==> src/rtl/edge_pkg.sv <==
`timescale 1ns/1ps
// ----------------------------------------------------------------------------
// edge_pkg
// Shared constants and parameter-legality helpers for the edge detector
// family (edge_sync, edge_detector, edge_detector_s).
// ----------------------------------------------------------------------------
package edge_pkg;

    // Synchronizer depth used by the asynchronous-input wrapper.
    localparam int EDGE_SYNC_DEFAULT = 2;

    // Legal synchronizer depths: 0 (no synchronizer) or 2..4 flops.
    // A single flop does not meaningfully reduce metastability risk.
    localparam int EDGE_SYNC_MIN = 2;
    localparam int EDGE_SYNC_MAX = 4;

    function automatic bit sync_stages_legal(input int n);
        return (n == 0) || ((n >= EDGE_SYNC_MIN) && (n <= EDGE_SYNC_MAX));
    endfunction

    function automatic bit reg_out_legal(input int n);
        return (n == 0) || (n == 1);
    endfunction

endpackage

==> src/rtl/edge_detector_s.sv <==
`timescale 1ns/1ps
// ----------------------------------------------------------------------------
// edge_detector_s
// Edge detector for asynchronous inputs: two-flop synchronizer in front of
// detection and registered outputs. A level sampled at clock edge E0 yields
// a pulse high from edge E2 to edge E3.
//
// Ports:
//   sig    in   WIDTH  asynchronous level(s)
//   clk    in   1      clock
//   rst_n  in   1      synchronous active-low reset
//   rise   out  WIDTH  registered one-cycle rise pulse
//   fall   out  WIDTH  registered one-cycle fall pulse
// ----------------------------------------------------------------------------
module edge_detector_s
    import edge_pkg::*;
#(
    parameter int WIDTH = 1
) (
    input  logic [WIDTH-1:0] sig,
    input  logic             clk,
    input  logic             rst_n,
    output logic [WIDTH-1:0] rise,
    output logic [WIDTH-1:0] fall
);

    edge_detector #(
        .WIDTH       (WIDTH),
        .SYNC_STAGES (EDGE_SYNC_DEFAULT),
        .REG_OUT     (1)
    ) u_core (
        .sig   (sig),
        .clk   (clk),
        .rst_n (rst_n),
        .rise  (rise),
        .fall  (fall)
    );

endmodule

==> src/rtl/edge_sync.sv <==
`timescale 1ns/1ps
// ----------------------------------------------------------------------------
// edge_sync
// N-stage flop chain that brings a (possibly asynchronous) level into the
// clk domain. Every stage clears to 0 on a synchronous active-low reset.
//
// Ports:
//   clk    in   1      clock, all flops update on its rising edge
//   rst_n  in   1      synchronous active-low reset
//   sig    in   WIDTH  raw input level(s)
//   sync   out  WIDTH  output of the last chain stage
// ----------------------------------------------------------------------------
module edge_sync
    import edge_pkg::*;
#(
    parameter int WIDTH  = 1,
    parameter int STAGES = EDGE_SYNC_DEFAULT
) (
    input  logic             clk,
    input  logic             rst_n,
    input  logic [WIDTH-1:0] sig,
    output logic [WIDTH-1:0] sync
);

    logic [WIDTH-1:0] chain_reg [STAGES];

    generate
        for (genvar gi = 0; gi < STAGES; gi++) begin : g_stage
            if (gi == 0) begin : g_first
                always_ff @(posedge clk) begin
                    if (!rst_n) begin
                        chain_reg[gi] <= '0;
                    end else begin
                        chain_reg[gi] <= sig;
                    end
                end
            end else begin : g_next
                always_ff @(posedge clk) begin
                    if (!rst_n) begin
                        chain_reg[gi] <= '0;
                    end else begin
                        chain_reg[gi] <= chain_reg[gi-1];
                    end
                end
            end
        end
    endgenerate

    assign sync = chain_reg[STAGES-1];

endmodule

==> src/rtl/edge_detector.sv <==
`timescale 1ns/1ps
// ----------------------------------------------------------------------------
// edge_detector
// Per-bit rising/falling edge detector. Each bit of sig is (optionally)
// synchronized, compared against its value from the previous clock, and a
// one-cycle rise/fall pulse is produced per level change.
//
// Parameters:
//   WIDTH        number of independent input bits
//   SYNC_STAGES  0 (sig used directly) or 2..4 synchronizer flops
//   REG_OUT      0: combinational outputs, 1: registered outputs
//
// Ports:
//   sig    in   WIDTH  monitored level(s)
//   clk    in   1      clock
//   rst_n  in   1      synchronous active-low reset
//   rise   out  WIDTH  one-cycle pulse per 0->1 change of the matching bit
//   fall   out  WIDTH  one-cycle pulse per 1->0 change of the matching bit
// ----------------------------------------------------------------------------
module edge_detector
    import edge_pkg::*;
#(
    parameter int WIDTH       = 1,
    parameter int SYNC_STAGES = 0,
    parameter int REG_OUT     = 0
) (
    input  logic [WIDTH-1:0] sig,
    input  logic             clk,
    input  logic             rst_n,
    output logic [WIDTH-1:0] rise,
    output logic [WIDTH-1:0] fall
);

    // Elaboration-time parameter checks.
    generate
        if (!sync_stages_legal(SYNC_STAGES)) begin : g_bad_sync
            $error("edge_detector: SYNC_STAGES=%0d is illegal (use 0 or 2..4)", SYNC_STAGES);
        end
        if (!reg_out_legal(REG_OUT)) begin : g_bad_reg
            $error("edge_detector: REG_OUT=%0d is illegal (use 0 or 1)", REG_OUT);
        end
        if (WIDTH < 1) begin : g_bad_width
            $error("edge_detector: WIDTH must be at least 1");
        end
    endgenerate

    logic [WIDTH-1:0] s;
    logic [WIDTH-1:0] h_reg;
    logic [WIDTH-1:0] rise_c;
    logic [WIDTH-1:0] fall_c;

    // Sample value: raw input or the tail of the synchronizer chain.
    generate
        if (SYNC_STAGES == 0) begin : g_nosync
            assign s = sig;
        end else begin : g_sync
            edge_sync #(
                .WIDTH  (WIDTH),
                .STAGES (SYNC_STAGES)
            ) u_sync (
                .clk   (clk),
                .rst_n (rst_n),
                .sig   (sig),
                .sync  (s)
            );
        end
    endgenerate

    // History starts from 0 after reset, so a level already high at release
    // is reported as exactly one rise and never as a fall.
    always_ff @(posedge clk) begin
        if (!rst_n) begin
            h_reg <= '0;
        end else begin
            h_reg <= s;
        end
    end

    generate
        for (genvar gi = 0; gi < WIDTH; gi++) begin : g_detect
            assign rise_c[gi] =  s[gi] & ~h_reg[gi];
            assign fall_c[gi] = ~s[gi] &  h_reg[gi];
        end
    endgenerate

    generate
        if (REG_OUT != 0) begin : g_reg_out
            logic [WIDTH-1:0] rise_reg;
            logic [WIDTH-1:0] fall_reg;

            always_ff @(posedge clk) begin
                if (!rst_n) begin
                    rise_reg <= '0;
                    fall_reg <= '0;
                end else begin
                    rise_reg <= rise_c;
                    fall_reg <= fall_c;
                end
            end

            assign rise = rise_reg;
            assign fall = fall_reg;
        end else begin : g_comb_out
            // Mask with rst_n so a pulse is cut immediately when reset asserts,
            // not only at the next clock edge.
            assign rise = rise_c & {WIDTH{rst_n}};
            assign fall = fall_c & {WIDTH{rst_n}};
        end
    endgenerate

endmodule

==> config.mk <==
export PLATFORM = sky130hd
export DESIGN_NAME = edge_detector_s
export DESIGN_NICKNAME = d
export VERILOG_FILES = /design/src/rtl/edge_pkg.sv /design/src/rtl/edge_detector_s.sv /design/src/rtl/edge_sync.sv /design/src/rtl/edge_detector.sv
export SDC_FILE = /design/constraint.sdc
export NUM_CORES = 1
export LEC_CHECK = 0
export ABC_AREA = 1
export ABC_CLOCK_PERIOD_IN_PS = 1100
export CORE_AREA = 8 8 45 47
export DETAILED_ROUTE_END_ITERATION = 7
export DIE_AREA = 0 0 53 55
export MAX_ROUTING_LAYER = met4
export PLACE_DENSITY = 0.32
export SYNTH_ARGS = -nofsm -noshare
export SYNTH_HDL_FRONTEND = slang
export SYNTH_SLANG_ARGS = --single-unit
export TNS_END_PERCENT = 1
==> constraint.sdc <==
create_clock -name clk -period 1.1 [get_ports clk]
set_input_delay 0.165 -clock clk [delete_from_list [all_inputs] [get_ports clk]]
set_output_delay 0.165 -clock clk [all_outputs]
set_load 0.005 [all_outputs]
==> impl_metrics.json, run 1 <==
{
  "cts_setup_buffers": 0,
  "cts_tree": "built",
  "outcome": "finished clean",
  "fp.dieH_um": 55,
  "num_vias": 104,
  "setup_viol": 0,
  "cts.sinks": 5,
  "relSlewSlack_pct": 90.4,
  "critPathSlowestCell": "dfxtp_1",
  "worstPathRequired_ps": 940,
  "ir_drop_mv": 0.702,
  "drc": 0,
  "synth_cells": 14,
  "path_clk_slew_ps": 40,
  "cts-root-buf": "clkbuf_4",
  "final_layout_size_suffix_gt1_share_pct": 13.6,
  "p_per_area_nw_per_um2": 1910,
  "cts_hold_buf": 0,
  "layout_min_cycle_time_ps": 943,
  "synth.area.mux_share_pct": 0,
  "antenna_left": 0,
  "tightest_slew_ps": 144,
  "final_nets": 26,
  "antenna_found_initial": 0,
  "yosys.area.top_type": "dfxtp_1",
  "firstDrtPassIters": 2,
  "post-route-period-util_pct": 85.7,
  "arrival_ps": 780,
  "routedWlPerCell_um": 6.89,
  "pin_count": 5,
  "rows": 14,
  "synth_fa_ha_area_share_pct": 0,
  "hold_class": "reg -> reg",
  "fill_cells": 155,
  "synth_top_area_share_pct": 74.8,
  "diodes": 0,
  "path_class": "reg -> out",
  "place_ws_ps": 134,
  "synth_seq_area_share_pct": 74.8,
  "synth_area_sq_um": 134,
  "via_per_inst": 2.74,
  "dieArea_sq_um": 2920,
  "crit_path_end_kind": "output port",
  "dp_hpwl_um": 179,
  "initial_core_util_pct": 9.67,
  "grt_max_degree": 5,
  "ys_types": 4,
  "setup_tns_ps": 0,
  "h-tree-depth": 1,
  "seq_area_sq_um": 100,
  "die_w_um": 53,
  "ys_top_cells_by_area": "dfxtp_1 75%, nand2_1 11%, inv_1 8.4%",
  "grt_pass1_wl_um": 489,
  "first_iter_violations": 2,
  "synth_compound_area_share_pct": 0,
  "slowest_delay_ps": 290,
  "clkLatencyLatePin_ps": 240,
  "multiInputGateArea_sq_um": 22.5,
  "synthSimpleGateAreaFrac_pct": 16.8,
  "rsz0062_at_grt": "no",
  "grt_pass1_vias": 125,
  "globalplace.congestion": 0.518,
  "cts_resized": 2,
  "clockBufferDepth": 2,
  "largest_reg_flops": 2,
  "grt_use_total_pct": 2.98,
  "crit_family": "flip-flops",
  "core_sq_um": 1380,
  "slew_viol_final": 0,
  "worst-path-buf-inv": 1,
  "synth_warnings": 0,
  "syn-num-nets": 17,
  "synth-seq-cells": 5,
  "synthXorXnorAreaFrac_pct": 0,
  "hold_violations": 0,
  "synth_top_family_by_area": "simple AND/OR/NAND/NOR gates",
  "grt-ovfl-total": 0,
  "syn2layout_area_growth_pct": 62.6,
  "finalClockSkew_ps": 1.79,
  "crit_path_start_kind": "flip-flop",
  "crit_chain": "dlygate4sd2_1",
  "port_buffers": 4,
  "syn_area_per_cell_sq_um": 9.56,
  "layout_setup_ws_ps": 157,
  "clock.fmax_mhz": 1060,
  "wirelength_um": 262,
  "cp_max_fo": 1,
  "p_leak_nw": 0.118,
  "numCtsBuffers": 3,
  "drv_cap": 0
}
==> path summary, 6_finish.rpt <==
check,from,endpoint,slack (ps),cells past startpoint
worst min-delay path,u_core.g_sync.u_sync.chain_reg[0]$_DFF_P_,u_core.g_sync.u_sync.chain_reg[1]$_DFF_P_,410,2
worst max register to register,u_core.g_sync.u_sync.chain_reg[1]$_DFF_P_,u_core.rise$_SDFF_PN0_,520,2
worst min register to register,u_core.g_sync.u_sync.chain_reg[0]$_DFF_P_,u_core.g_sync.u_sync.chain_reg[1]$_DFF_P_,410,2
worst max-delay path,u_core.fall$_SDFF_PN0_,fall,160,1
==> area by class of cell <==
class / instances / area share [%]
Sequential cell: 5 / 46.0
Tap cell: 16 / 9.20
Timing Repair Buffer: 4 / 17.2
Multi-Input combinational cell: 6 / 10.3
Clock buffer: 4 / 12.1
Inverter: 3 / 5.17
==> cell usage in the layout (no fill, tap or decap) <==
master,netlist,final
clkbuf_1,0,1
dlygate4sd2_1,0,2
inv_1,3,3
clkdlybuf4s50_1,0,2
clkbuf_4,0,3
nand2_1,4,4
dfxtp_1,5,5
nor2_1,2,2
==> kinds of logic after synthesis <==
group | count (synthesis)
flip-flops | 5
buffers and inverters | 3
AND/OR/NAND/NOR | 6
==> per-stage QoR <==
step	hold WS (ps)	utilization [%]	area, sq um	total power [mW]	cells
after floorplan	258	-	134	0.197	14
after global placement	387	14.0	194	0.208	34
after detailed placement	400	14.0	194	0.209	34
after CTS	408	15.7	218	0.426	38
after global routing	445	15.7	218	0.444	38
final	409	15.7	218	0.415	38
==> worst reg2reg max path, stage by stage, from the launching register on <==
cell     delay [ps]
dfxtp_1         320
nand2_1          70
nor2_1          120
==> layer usage <==
layer  share of wire (%)  track usage, %  vias to the layer above  wire [um]
li1                    -               -                       55          -
met1                  48            2.13                       44        126
met2                  30            3.13                        5         79
met3                  21            5.35                        0         56
met4                   0            1.29                        0          0
met5                   0               -                        -          0
==> power breakdown <==
group | switching (mW) | internal, mW | leakage, nW
sequential | 0.00195 | 0.188 | 0.0409
clock | 0.0734 | 0.137 | 0.0150
combinational | 0.00562 | 0.00943 | 0.0624
total | 0.0809 | 0.334 | 0.118
==> synthesized netlist by cell type (all sizes together) <==
cell,count
nor2,2
inv,3
nand2,4
dfxtp,5
Power figures use the tool's default switching activity.
==> run 2, diff against run 1 <==
--- a/config.mk
+++ b/config.mk
@@ -10,6 +10,7 @@
 export CORE_AREA = 8 8 45 47
 export DETAILED_ROUTE_END_ITERATION = 7
 export DIE_AREA = 0 0 53 55
+export GPL_ROUTABILITY_DRIVEN = 0
 export MAX_ROUTING_LAYER = met4
 export PLACE_DENSITY = 0.32
 export SYNTH_ARGS = -nofsm -noshare
==> results of run 2 <==
The final DEF is identical to that of run 1; final timing and power are the same.
==> run 3, diff against run 2 <==
--- a/config.mk
+++ b/config.mk
@@ -13,6 +13,7 @@
 export GPL_ROUTABILITY_DRIVEN = 0
 export MAX_ROUTING_LAYER = met4
 export PLACE_DENSITY = 0.32
+export SKIP_CTS_REPAIR_TIMING = 1
 export SYNTH_ARGS = -nofsm -noshare
 export SYNTH_HDL_FRONTEND = slang
 export SYNTH_SLANG_ARGS = --single-unit
==> run 3 against run 2 <==
Clock power about the same. Cell area increased by 3.4%. Core utilization increased by 0.54 points. Die area unchanged. Maximum frequency is 13% higher. Critical path type unchanged. Critical endpoint unchanged. Largest power group unchanged.
==> impl_metrics.json, run 3 (synthesized netlist as in run 1, its figures left out) <==
{
  "outcome": "finished clean",
  "core_sq_um": 1380,
  "firstDrtPassIters": 2,
  "setup_viol": 0,
  "p_int_mw": 0.335,
  "drv_cap": 0,
  "crit_path_start_kind": "flip-flop",
  "cts.sinks": 5,
  "grt-ovfl-total": 0,
  "num_vias": 104,
  "critPathSlowestCell": "dfxtp_1",
  "final_area_sq_um": 225,
  "grt_pass1_vias": 125,
  "worst-path-buf-inv": 1,
  "arrival_ps": 670,
  "grt_pass1_wl_um": 489,
  "h-tree-depth": 1,
  "cts-root-buf": "clkbuf_4",
  "p_seq_share_pct": 45.6,
  "path_clk_slew_ps": 50,
  "via_per_inst": 2.74,
  "finalClockSkew_ps": 2.07,
  "dieArea_sq_um": 2920,
  "clock.fmax_mhz": 1200,
  "cp_max_fo": 1,
  "finalPower_mw": 0.416,
  "final_layout_size_suffix_gt1_share_pct": 13.6,
  "final_nets": 26,
  "cts_tree": "built",
  "grt_use_total_pct": 2.98,
  "layout_min_cycle_time_ps": 836,
  "crit_chain": "dlymetal6s2s_1",
  "crit_family": "flip-flops",
  "layout_common_cells": "5 x dfxtp_1, 4 x nand2_1, 3 x inv_1, 3 x clkbuf_4",
  "pin_count": 5,
  "crit_path_end_kind": "output port",
  "grt_max_degree": 5,
  "layout_commonest_cell": "dfxtp_1",
  "path_class": "reg -> out",
  "largest_reg_flops": 2,
  "comb_power_share_pct": 3.8,
  "clkLatencyLatePin_ps": 240,
  "routedWlPerCell_um": 7.16,
  "port_buffers": 4,
  "p_clk_share_pct": 50.6,
  "first_iter_violations": 2,
  "holdWs_ps": 409,
  "slowest_delay_ps": 290,
  "hold_class": "reg -> reg",
  "die_w_um": 53,
  "p_per_area_nw_per_um2": 1850,
  "numCtsBuffers": 3,
  "p_leak_nw": 0.145,
  "slew_viol_final": 0,
  "rsz0062_at_grt": "no",
  "rows": 14,
  "post-route-period-util_pct": 76.0,
  "wirelength_um": 272,
  "ir_drop_mv": 0.704,
  "syn2layout_area_growth_pct": 68.2,
  "placed_cell_area_sq_um": 194,
  "hold_violations": 0,
  "clockBufferDepth": 2,
  "switchingPower_mw": 0.0813,
  "diodes": 0,
  "antenna_left": 0,
  "fp.dieH_um": 55,
  "antenna_found_initial": 0,
  "drc": 0,
  "relSlewSlack_pct": 90.4,
  "tightest_slew_ps": 144,
  "dp_hpwl_um": 179,
  "worstPathRequired_ps": 940,
  "p_sw_share_pct": 19.5,
  "initial_core_util_pct": 9.67
}
-- run 3: layer usage --
| metal | global-route usage [%] | part of all wire [%] | up-vias |
|---|---|---|---|
| li1 | - | - | 55 |
| met1 | 2.13 | 47 | 44 |
| met2 | 3.13 | 31 | 5 |
| met3 | 5.35 | 22 | 0 |
| met4 | 1.29 | 0 | 0 |
| met5 | - | 0 | - |
-- run 3: worst paths after layout --
kind | from | endpoint | slack, ps | cells past startpoint
worst max-delay path | u_core.fall$_SDFF_PN0_ | fall | 260 | 1
worst min-delay path | u_core.g_sync.u_sync.chain_reg[0]$_DFF_P_ | u_core.g_sync.u_sync.chain_reg[1]$_DFF_P_ | 410 | 2
worst max register to register | u_core.g_sync.u_sync.chain_reg[1]$_DFF_P_ | u_core.rise$_SDFF_PN0_ | 520 | 2
worst min register to register | u_core.g_sync.u_sync.chain_reg[0]$_DFF_P_ | u_core.g_sync.u_sync.chain_reg[1]$_DFF_P_ | 410 | 2
-- run 3: metrics by stage --
stage / std cells / TNS [ps] / utilization, % / setup slack (ps)
2_1_floorplan: 14 / 0 / - / 601
3_3_place_gp: 34 / 0 / 14.0 / 155
3_5_place_dp: 34 / 0 / 14.0 / 134
4_1_cts: 38 / -228 / 15.9 / -114
5_1_grt: 38 / 0 / 16.3 / 210
6_report: 38 / 0 / 16.3 / 264
-- run 3: power groups by stage --
stage	clock (mW)	combinational [mW]	sequential (mW)
finish	0.211	0.0157	0.190
global route	0.236	0.0185	0.190
CTS	0.221	0.0165	0.190
detailed placement	0	0.0164	0.193
global placement	0	0.0157	0.193
floorplan	0	0.00376	0.193
-- run 3: final cells by class --
class | instances | area (sq um)
sequential | 5 | 100
inverter | 3 | 11.3
clock buffer | 4 | 26.3
timing repair buffer | 4 | 45.0
tap | 16 | 20.0
multi-input combinational | 6 | 22.5
fill | 153 | 1160
